$ cat config.mk
export PLATFORM = sky130hd
export DESIGN_NAME = serial_sub
export DESIGN_NICKNAME = d
export VERILOG_FILES = /design/src/rtl/serial_sub_pkg.sv /design/src/rtl/serial_sub_fs_cell.sv /design/src/rtl/serial_sub.sv
export SDC_FILE = /design/constraint.sdc
export NUM_CORES = 1
export LEC_CHECK = 0
export CORE_MARGIN = 2
export CORE_UTILIZATION = 44
export CTS_BUF_LIST = sky130_fd_sc_hd__clkbuf_8
export CTS_CLUSTER_DIAMETER = 80
export DETAILED_ROUTE_END_ITERATION = 10
export GPL_ROUTABILITY_DRIVEN = 0
export HOLD_SLACK_MARGIN = 0.02
export PLACE_DENSITY = 0.7
export SLEW_MARGIN = 20
export SYNTH_ARGS = -nofsm -noshare
export SYNTH_HDL_FRONTEND = slang
export SYNTH_SLANG_ARGS = --single-unit
$ cat constraint.sdc
create_clock -name clk -period 1.5 [get_ports clk]
set_input_delay 0.15 -clock clk [delete_from_list [all_inputs] [get_ports clk]]
set_output_delay 0.15 -clock clk [all_outputs]
set_load 0.005 [all_outputs]
$ cat src/rtl/serial_sub_pkg.sv
// serial_sub_pkg: FSM encodings and counter sizing shared by the bit-serial subtractor.
package serial_sub_pkg;

    typedef enum logic [1:0] {
        IDLE  = 2'd0,
        SHIFT = 2'd1,
        DONE  = 2'd2
    } state_e;

    function automatic int cnt_w(input int width);
        return $clog2(width);
    endfunction

endpackage

$ cat src/rtl/serial_sub_fs_cell.sv
// fs_cell: one-bit combinational full subtractor, d = a - b - bin.
module fs_cell (
    input  logic a,
    input  logic b,
    input  logic bin,
    output logic d,
    output logic bout
);
    always_comb begin
        d    = a ^ b ^ bin;
        bout = (~a & b) | (~(a ^ b) & bin);
    end
endmodule

$ cat src/rtl/serial_sub.sv
// serial_sub: bit-serial unsigned a - b, LSB first, WIDTH cycles per result.
// Define SERIAL_SUB_SAT_EN to clamp underflowing results to zero.
module serial_sub
    import serial_sub_pkg::*;
#(
    parameter int WIDTH = 8
) (
    input  logic             clk,
    input  logic             rst,
    input  logic             start,
    input  logic [WIDTH-1:0] a,
    input  logic [WIDTH-1:0] b,
    output logic             busy,
    output logic             done,
    output logic [WIDTH-1:0] diff,
    output logic             borrow
);
    localparam int CW = cnt_w(WIDTH);

    state_e           state_q, state_d;
    logic [WIDTH-1:0] a_q, a_d, b_q, b_d, r_q, r_d, diff_q, diff_d, res;
    logic [CW-1:0]    cnt_q, cnt_d;
    logic             bin_q, bin_d, borrow_q, borrow_d;
    logic             d, bout, last, accept;

    fs_cell u_fs (
        .a   (a_q[0]),
        .b   (b_q[0]),
        .bin (bin_q),
        .d   (d),
        .bout(bout)
    );

    always_ff @(posedge clk or posedge rst) begin
        if (rst) begin
            state_q  <= IDLE;
            a_q      <= '0;
            b_q      <= '0;
            r_q      <= '0;
            cnt_q    <= '0;
            bin_q    <= 1'b0;
            diff_q   <= '0;
            borrow_q <= 1'b0;
        end else begin
            state_q  <= state_d;
            a_q      <= a_d;
            b_q      <= b_d;
            r_q      <= r_d;
            cnt_q    <= cnt_d;
            bin_q    <= bin_d;
            diff_q   <= diff_d;
            borrow_q <= borrow_d;
        end
    end

    always_comb begin
        last    = cnt_q == CW'(WIDTH - 1);
        state_d = (state_q == IDLE)  ? (start ? SHIFT : IDLE) :
                  (state_q == SHIFT) ? (last ? DONE : SHIFT) : IDLE;
    end

    always_comb begin
        accept = state_q == IDLE && start;
        res    = {d, r_q[WIDTH-1:1]};
        a_d      = a_q;
        b_d      = b_q;
        r_d      = r_q;
        cnt_d    = cnt_q;
        bin_d    = bin_q;
        diff_d   = diff_q;
        borrow_d = borrow_q;
        if (accept) begin
            a_d   = a;
            b_d   = b;
            cnt_d = '0;
            bin_d = 1'b0;
        end else if (state_q == SHIFT) begin
            a_d   = a_q >> 1;
            b_d   = b_q >> 1;
            r_d   = res;
            bin_d = bout;
            cnt_d = cnt_q + CW'(1);
            if (last) begin
`ifdef SERIAL_SUB_SAT_EN
                diff_d = bout ? '0 : res;
`else
                diff_d = res;
`endif
                borrow_d = bout;
            end
        end
    end

    always_comb begin
        busy   = state_q == SHIFT;
        done   = state_q == DONE;
        diff   = diff_q;
        borrow = borrow_q;
    end
endmodule

# Yosys cells after proc, flatten, opt, wreduce, memory -nomap -nowiden
# Index checks and enable logic that the tools add are counted.
# word_totals
register_bits,39
in_bits,19
out_inout_bits,11
# op_classes
n_addsub,1
n_eq_ne,3
mux,12
bitwise,8
reduce_logical,5
# op_table
op,count
8-bit 2-to-1 mux,4
2-bit 2-to-1 mux,3
3-bit 2-to-1 mux,2
"3-bit by 1-bit adder with 3-bit output, second input constant",1
"3-bit equality test, second input constant",1
1-bit 2-to-1 mux,3
1-bit NOT,3
3-bit AND reduction,1
1-bit AND,2
"2-bit by 1-bit equality test with 1-bit output, second input constant",1
"2-bit equality test, second input constant",1
2-bit zero test,1
2-bit AND reduction,1
2-bit nonzero test,1
1-bit XOR,2
1-bit logical AND,1
1-bit bitwise OR,1

# Depth between registers and ports, before layout
# depth
word_depth,6
ltp_mapped,5
ltp_nobuf,4

# Modules after synthesis
# A second synthesis with hierarchy kept.
# unflattened
hier_cells,147
hier_area_um2,1803.0
# modules_own_cells
mod,instances,cells_each,area_each_um2,seq_area_each_um2
serial_sub,1,143,1771.7,950.9
fs_cell,1,4,31.3,0.0

# Least setup slack after synthesis
# No wires, ideal clock.
# synth_timing
path_kind,flip-flop to flip-flop
from,register cnt_q[0]
to,register diff_q[0] (netlist: diff[0])
setup_time_ns,0.125
arrival_ns,1.300
setup_slack_ns,0.075
path_stages_with_launch,6
n_path_buf,1
cell_sequence,dfrtp_1 ha_1 ha_1 nand3b_4 buf_6 mux2_4
# synth_via
elab_chain_len,2
# synth_rtl
item,line_no,rtl
"start, declared",serial_sub.sv:22,"logic [CW-1:0] cnt_q, cnt_d;"
"start signal, assigned",serial_sub.sv:49,cnt_q <= cnt_d;
3-bit equality test,serial_sub.sv:57,last = cnt_q == CW'(WIDTH - 1);
3-bit AND reduction (no source line),-,
"end signal, assigned",serial_sub.sv:51,diff_q <= diff_d;
"end, declared",serial_sub.sv:21,"logic [WIDTH-1:0] a_q, a_d, b_q, b_d, r_q, r_d, diff_q, diff_d, res;"
# No other way between the ends.
# A chain may end at the register's enable or synchronous reset.

# Worst setup path after layout
# layout_timing
from,register state_q[1]
to,register diff_q[3] (netlist: diff[3])
# layout_via
elab_chain_len,4
word_cells_on_any_way,5
# layout_rtl
item,line_no,rtl
"start, declared",serial_sub.sv:20,"state_e state_q, state_d;"
"start signal, assigned",serial_sub.sv:45,state_q <= state_d;
2-bit zero test,serial_sub.sv:63,accept = state_q == IDLE && start;
1-bit logical AND,serial_sub.sv:63,
1-bit NOT (no source line),-,
3-bit AND reduction (no source line) (*),-,
# Every way passes the cells marked *; elsewhere a longest branch is shown, timed or not.

==> flow_summary.html <==
<table>
<tr><th>Metric</th><th>Value</th></tr>
<tr><th colspan="2">Flow run</th></tr>
<tr><td>Maximum Capacitance Violations</td><td>0</td></tr>
<tr><th colspan="2">Route</th></tr>
<tr><td>DRC</td><td>0</td></tr>
<tr><td>Detailed-route wire length</td><td>roughly 3.5 mm</td></tr>
<tr><td>Starting DRT DRC Count</td><td>61</td></tr>
<tr><td>Via-to-Cell Ratio</td><td>about 5.3</td></tr>
<tr><td>Length of the first detailed-routing pass in iterations</td><td>4</td></tr>
<tr><td>Routed wirelength normalized by instance count</td><td>15.0 um</td></tr>
<tr><td>Total vias in the final route</td><td>around 1.2k</td></tr>
<tr><td>Antenna Violating Nets Remaining</td><td>0</td></tr>
<tr><th colspan="2">Global route</th></tr>
<tr><td>Wire length of the first global-routing pass</td><td>6.09 mm</td></tr>
<tr><td>Number of antenna violations at the first check in global routing</td><td>0</td></tr>
<tr><td>Leftover overflow at the end of global routing</td><td>0</td></tr>
<tr><td>Total global-route track usage</td><td>15.2%</td></tr>
<tr><td>Number of global-route vias before repair</td><td>roughly 1.3k</td></tr>
<tr><td>Maximum number of pins on one net before global-route repair</td><td>39</td></tr>
<tr><th colspan="2">Setup path</th></tr>
<tr><td>Category of the worst setup path launch point</td><td>flop</td></tr>
<tr><td>Critical Path Fanout Max</td><td>14</td></tr>
<tr><td>Worst setup path class</td><td>flop to flop</td></tr>
<tr><td>Nature of the critical path endpoint</td><td>flop</td></tr>
<tr><td>Required time at the worst-slack endpoint</td><td>approximately 1700 ps</td></tr>
<tr><td>Worst path arrival time</td><td>1610 ps</td></tr>
<tr><th colspan="2">STA</th></tr>
<tr><td>Min Hold Slack</td><td>between 200 and 250 ps</td></tr>
<tr><td>Fmax</td><td>around 700 MHz</td></tr>
<tr><td>Worst Tran Pin Value</td><td>between 300 and 400 ps</td></tr>
<tr><td>Skew final</td><td>between 7 and 8 ps</td></tr>
<tr><td>Final number of setup-violating endpoints</td><td>0</td></tr>
<tr><td>Minimum clock period</td><td>between 1000 and 1500 ps</td></tr>
<tr><td>Max Transition Viols Final</td><td>0</td></tr>
<tr><td>Count of endpoints failing hold in the final timing report</td><td>0</td></tr>
<tr><td>Post-route clock period utilization</td><td>a little over nine tenths</td></tr>
<tr><td>Slew margin rel.</td><td>between 70% and 80%</td></tr>
<tr><th colspan="2">Logic synthesis</th></tr>
<tr><td>Count of mapped cells out of synthesis</td><td>140</td></tr>
<tr><td>Share of the yosys chip area belonging to registers</td><td>approximately half</td></tr>
<tr><td>Top_reg_cell synth</td><td>sky130_fd_sc_hd__dfrtp_1</td></tr>
<tr><td>Unique cell type count in the Yosys netlist</td><td>29</td></tr>
<tr><td>Synth Net Count</td><td>roughly 160</td></tr>
<tr><td>Synthesis-stage register bit count</td><td>38</td></tr>
<tr><td>Synthesis Warnings</td><td>0</td></tr>
<tr><td>Mapped Avg Cell Area</td><td>approximately 14 um2</td></tr>
<tr><td>Async set or reset register ratio after synthesis</td><td>100%</td></tr>
<tr><td>EDFF count, synth</td><td>0</td></tr>
<tr><td>Cell Area, Synth</td><td>roughly 2000 um2</td></tr>
<tr><th colspan="2">Floorplanning</th></tr>
<tr><td>Starting density of the core</td><td>between 40% and 50%</td></tr>
<tr><td>Row Count</td><td>24</td></tr>
<tr><td>Die outline area</td><td>~5000 um2</td></tr>
<tr><td>Core area</td><td>~4300 um2</td></tr>
<tr><td>Horizontal extent of the die</td><td>70.7 um</td></tr>
<tr><td>Floorplan die height</td><td>~71 um</td></tr>
<tr><td>I/O pins</td><td>30</td></tr>
<tr><th colspan="2">Pwr</th></tr>
<tr><td>Worst IR Drop VDD</td><td>0.760 mV</td></tr>
<tr><td>Leakage power</td><td>approximately 0.0011 uW</td></tr>
<tr><td>Power density of the placed cells</td><td>1920 nW/um2</td></tr>
<tr><th colspan="2">Status</th></tr>
<tr><td>Outcome</td><td>finished clean</td></tr>
<tr><th colspan="2">Finish</th></tr>
<tr><td>Number of nets in the layout</td><td>roughly 200</td></tr>
<tr><td>Ratio of cells with drive above 1 in the final layout</td><td>between 30% and 40%</td></tr>
<tr><td>Syn-to-layout area delta</td><td>26.0%</td></tr>
<tr><td>Number of non-filler instances in the completed layout</td><td>233</td></tr>
<tr><td>Filler Cells Inserted</td><td>between 300 and 400</td></tr>
<tr><td>Count of antenna diodes in the layout</td><td>0</td></tr>
<tr><th colspan="2">Clocking</th></tr>
<tr><td>Post-CTS Hold Buffers</td><td>0</td></tr>
<tr><td>CTS Sinks</td><td>38</td></tr>
<tr><td>CTS tree</td><td>done</td></tr>
<tr><td>Number of buffers created by CTS</td><td>5</td></tr>
<tr><td>Worst-skew pair later-pin latency</td><td>about 280 ps</td></tr>
<tr><td>Clk buf depth</td><td>2</td></tr>
<tr><td>Clock input transition at the sequential cells of the worst setup and hold paths</td><td>approximately 70 ps</td></tr>
<tr><td>Number of H-tree levels</td><td>2</td></tr>
<tr><td>Clock Tree Root</td><td>sky130_fd_sc_hd__clkbuf_8</td></tr>
<tr><th colspan="2">Placed design</th></tr>
<tr><td>Placed Cells</td><td>220</td></tr>
<tr><td>Port-buffer cells</td><td>29</td></tr>
<tr><td>Detailed placement HPWL</td><td>2.49 mm</td></tr>
<tr><th colspan="2">Worst hold path</th></tr>
<tr><td>Type of the tightest min-delay check</td><td>primary input to async pin</td></tr>
</table>
[report_power, final]
part	leakage [uW]	switching (uW)	internal, uW
clock network	0.0000438	341	312
logic	0.000596	897	1350
registers	0.000454	311	1520
total	0.00109	1550	3190
[per-layer routing]
layer,up-vias,share of wire (%),global-route usage [%]
li1,581,-,-
met1,626,43,18.9
met2,26,53,26.2
met3,2,4.1,4.84
met4,0,0.17,3.14
met5,-,0,0
[area by class of cell]
type | count | area (um2) | area share, %
flip-flops and latches | 38 | 953 | 38.7
multi-input cells | 72 | 833 | 33.8
repair buffers | 45 | 462 | 18.7
inverters | 19 | 73.8 | 2.99
clock buffers | 5 | 68.8 | 2.79
well taps | 52 | 65.1 | 2.64
clock inverters | 2 | 10.0 | 0.406
[cell usage in the layout, fill, tap and decap left out, types with 3 or more instances in the layout]
master / n
sky130_fd_sc_hd__a211oi_1: 3
sky130_fd_sc_hd__a221oi_2: 10
sky130_fd_sc_hd__a22o_1: 4
sky130_fd_sc_hd__buf_12: 4
sky130_fd_sc_hd__buf_4: 11
sky130_fd_sc_hd__clkbuf_8: 5
sky130_fd_sc_hd__clkdlybuf4s50_1: 27
sky130_fd_sc_hd__dfrtp_1: 36
sky130_fd_sc_hd__inv_1: 17
sky130_fd_sc_hd__mux2_4: 13
sky130_fd_sc_hd__nor2_1: 10
sky130_fd_sc_hd__nor3b_1: 3
sky130_fd_sc_hd__nor4b_1: 4
sky130_fd_sc_hd__nor4b_2: 10
[Yosys cell counts, types with 3 or more instances]
| cell | instances | share of area, % |
|---|---|---|
| sky130_fd_sc_hd__inv_1 | 17 | 3.3 |
| sky130_fd_sc_hd__buf_2 | 3 | 0.77 |
| sky130_fd_sc_hd__dfrtp_1 | 38 | 49 |
| sky130_fd_sc_hd__a22o_1 | 4 | 1.8 |
| sky130_fd_sc_hd__mux2_4 | 13 | 10 |
| sky130_fd_sc_hd__buf_6 | 5 | 2.9 |
| sky130_fd_sc_hd__nor3b_1 | 3 | 1.2 |
| sky130_fd_sc_hd__nor4b_2 | 10 | 7.7 |
| sky130_fd_sc_hd__a211oi_1 | 3 | 1.2 |
| sky130_fd_sc_hd__nor2_1 | 10 | 1.9 |
| sky130_fd_sc_hd__nor4b_1 | 4 | 1.8 |
| sky130_fd_sc_hd__a221oi_2 | 10 | 7.7 |
[metrics by stage]
stage | total power, uW | util, % | cell area [um2] | worst slack (ps) | TNS (ps)
3_3_place_gp | 3930 | 54.0 | 2340 | 62.8 | 0
3_5_place_dp | 4070 | 54.0 | 2340 | -5.56 | -7.69
4_1_cts | 4780 | 56.5 | 2440 | 12.4 | 0
5_1_grt | 5090 | 57.0 | 2470 | -3.42 | -3.42
6_report | 4740 | 57.0 | 2470 | 58.4 | 0
2_1_floorplan | 3370 | - | 1960 | 75.1 | 0
[sequential cells by signal, summed over array words and instances, names as in the netlist]
register,count
borrow,1
a_q,8
cnt_q,3
b_q,8
bin_q,1
r_q,7
state_q,2
diff,8
[cells by family after synthesis]
kind of cell,count (synthesis),share of synthesized area [%]
multiplexers,17,12.2
adder cells (fa/ha/maj),3,2.30
buffers and inverters,30,8.95
AO/OA/AOI/OAI,21,12.7
flip-flops,38,48.6
AND/OR/NAND/NOR,31,15.2
[worst max-delay path, cell delays in order, from the launching register on]
cell	delay, ps
sky130_fd_sc_hd__dfrtp_2	440
sky130_fd_sc_hd__buf_6	130
sky130_fd_sc_hd__buf_12	140
sky130_fd_sc_hd__nand3b_4	270
sky130_fd_sc_hd__mux2_4	350
[worst paths after layout]
path | from | end | slack (ps) | depth (start not counted)
max | state_q[1] | diff[3] | 60 | 4
min | rst | diff[6] | 220 | 3
max reg2reg | state_q[1] | diff[3] | 60 | 4
min reg2reg | bin_q | bin_q | 510 | 1
max in group asynchronous | rst | state_q[0] | 1070 | 3
min in group clk | b[7] | b_q[7] | 470 | 2
[timing repair]
item	in CTS	in global routing
setup buffers	4	2
resized for setup	4	2
setup endpoints to repair	10	8
Power figures use the tool's default switching activity.
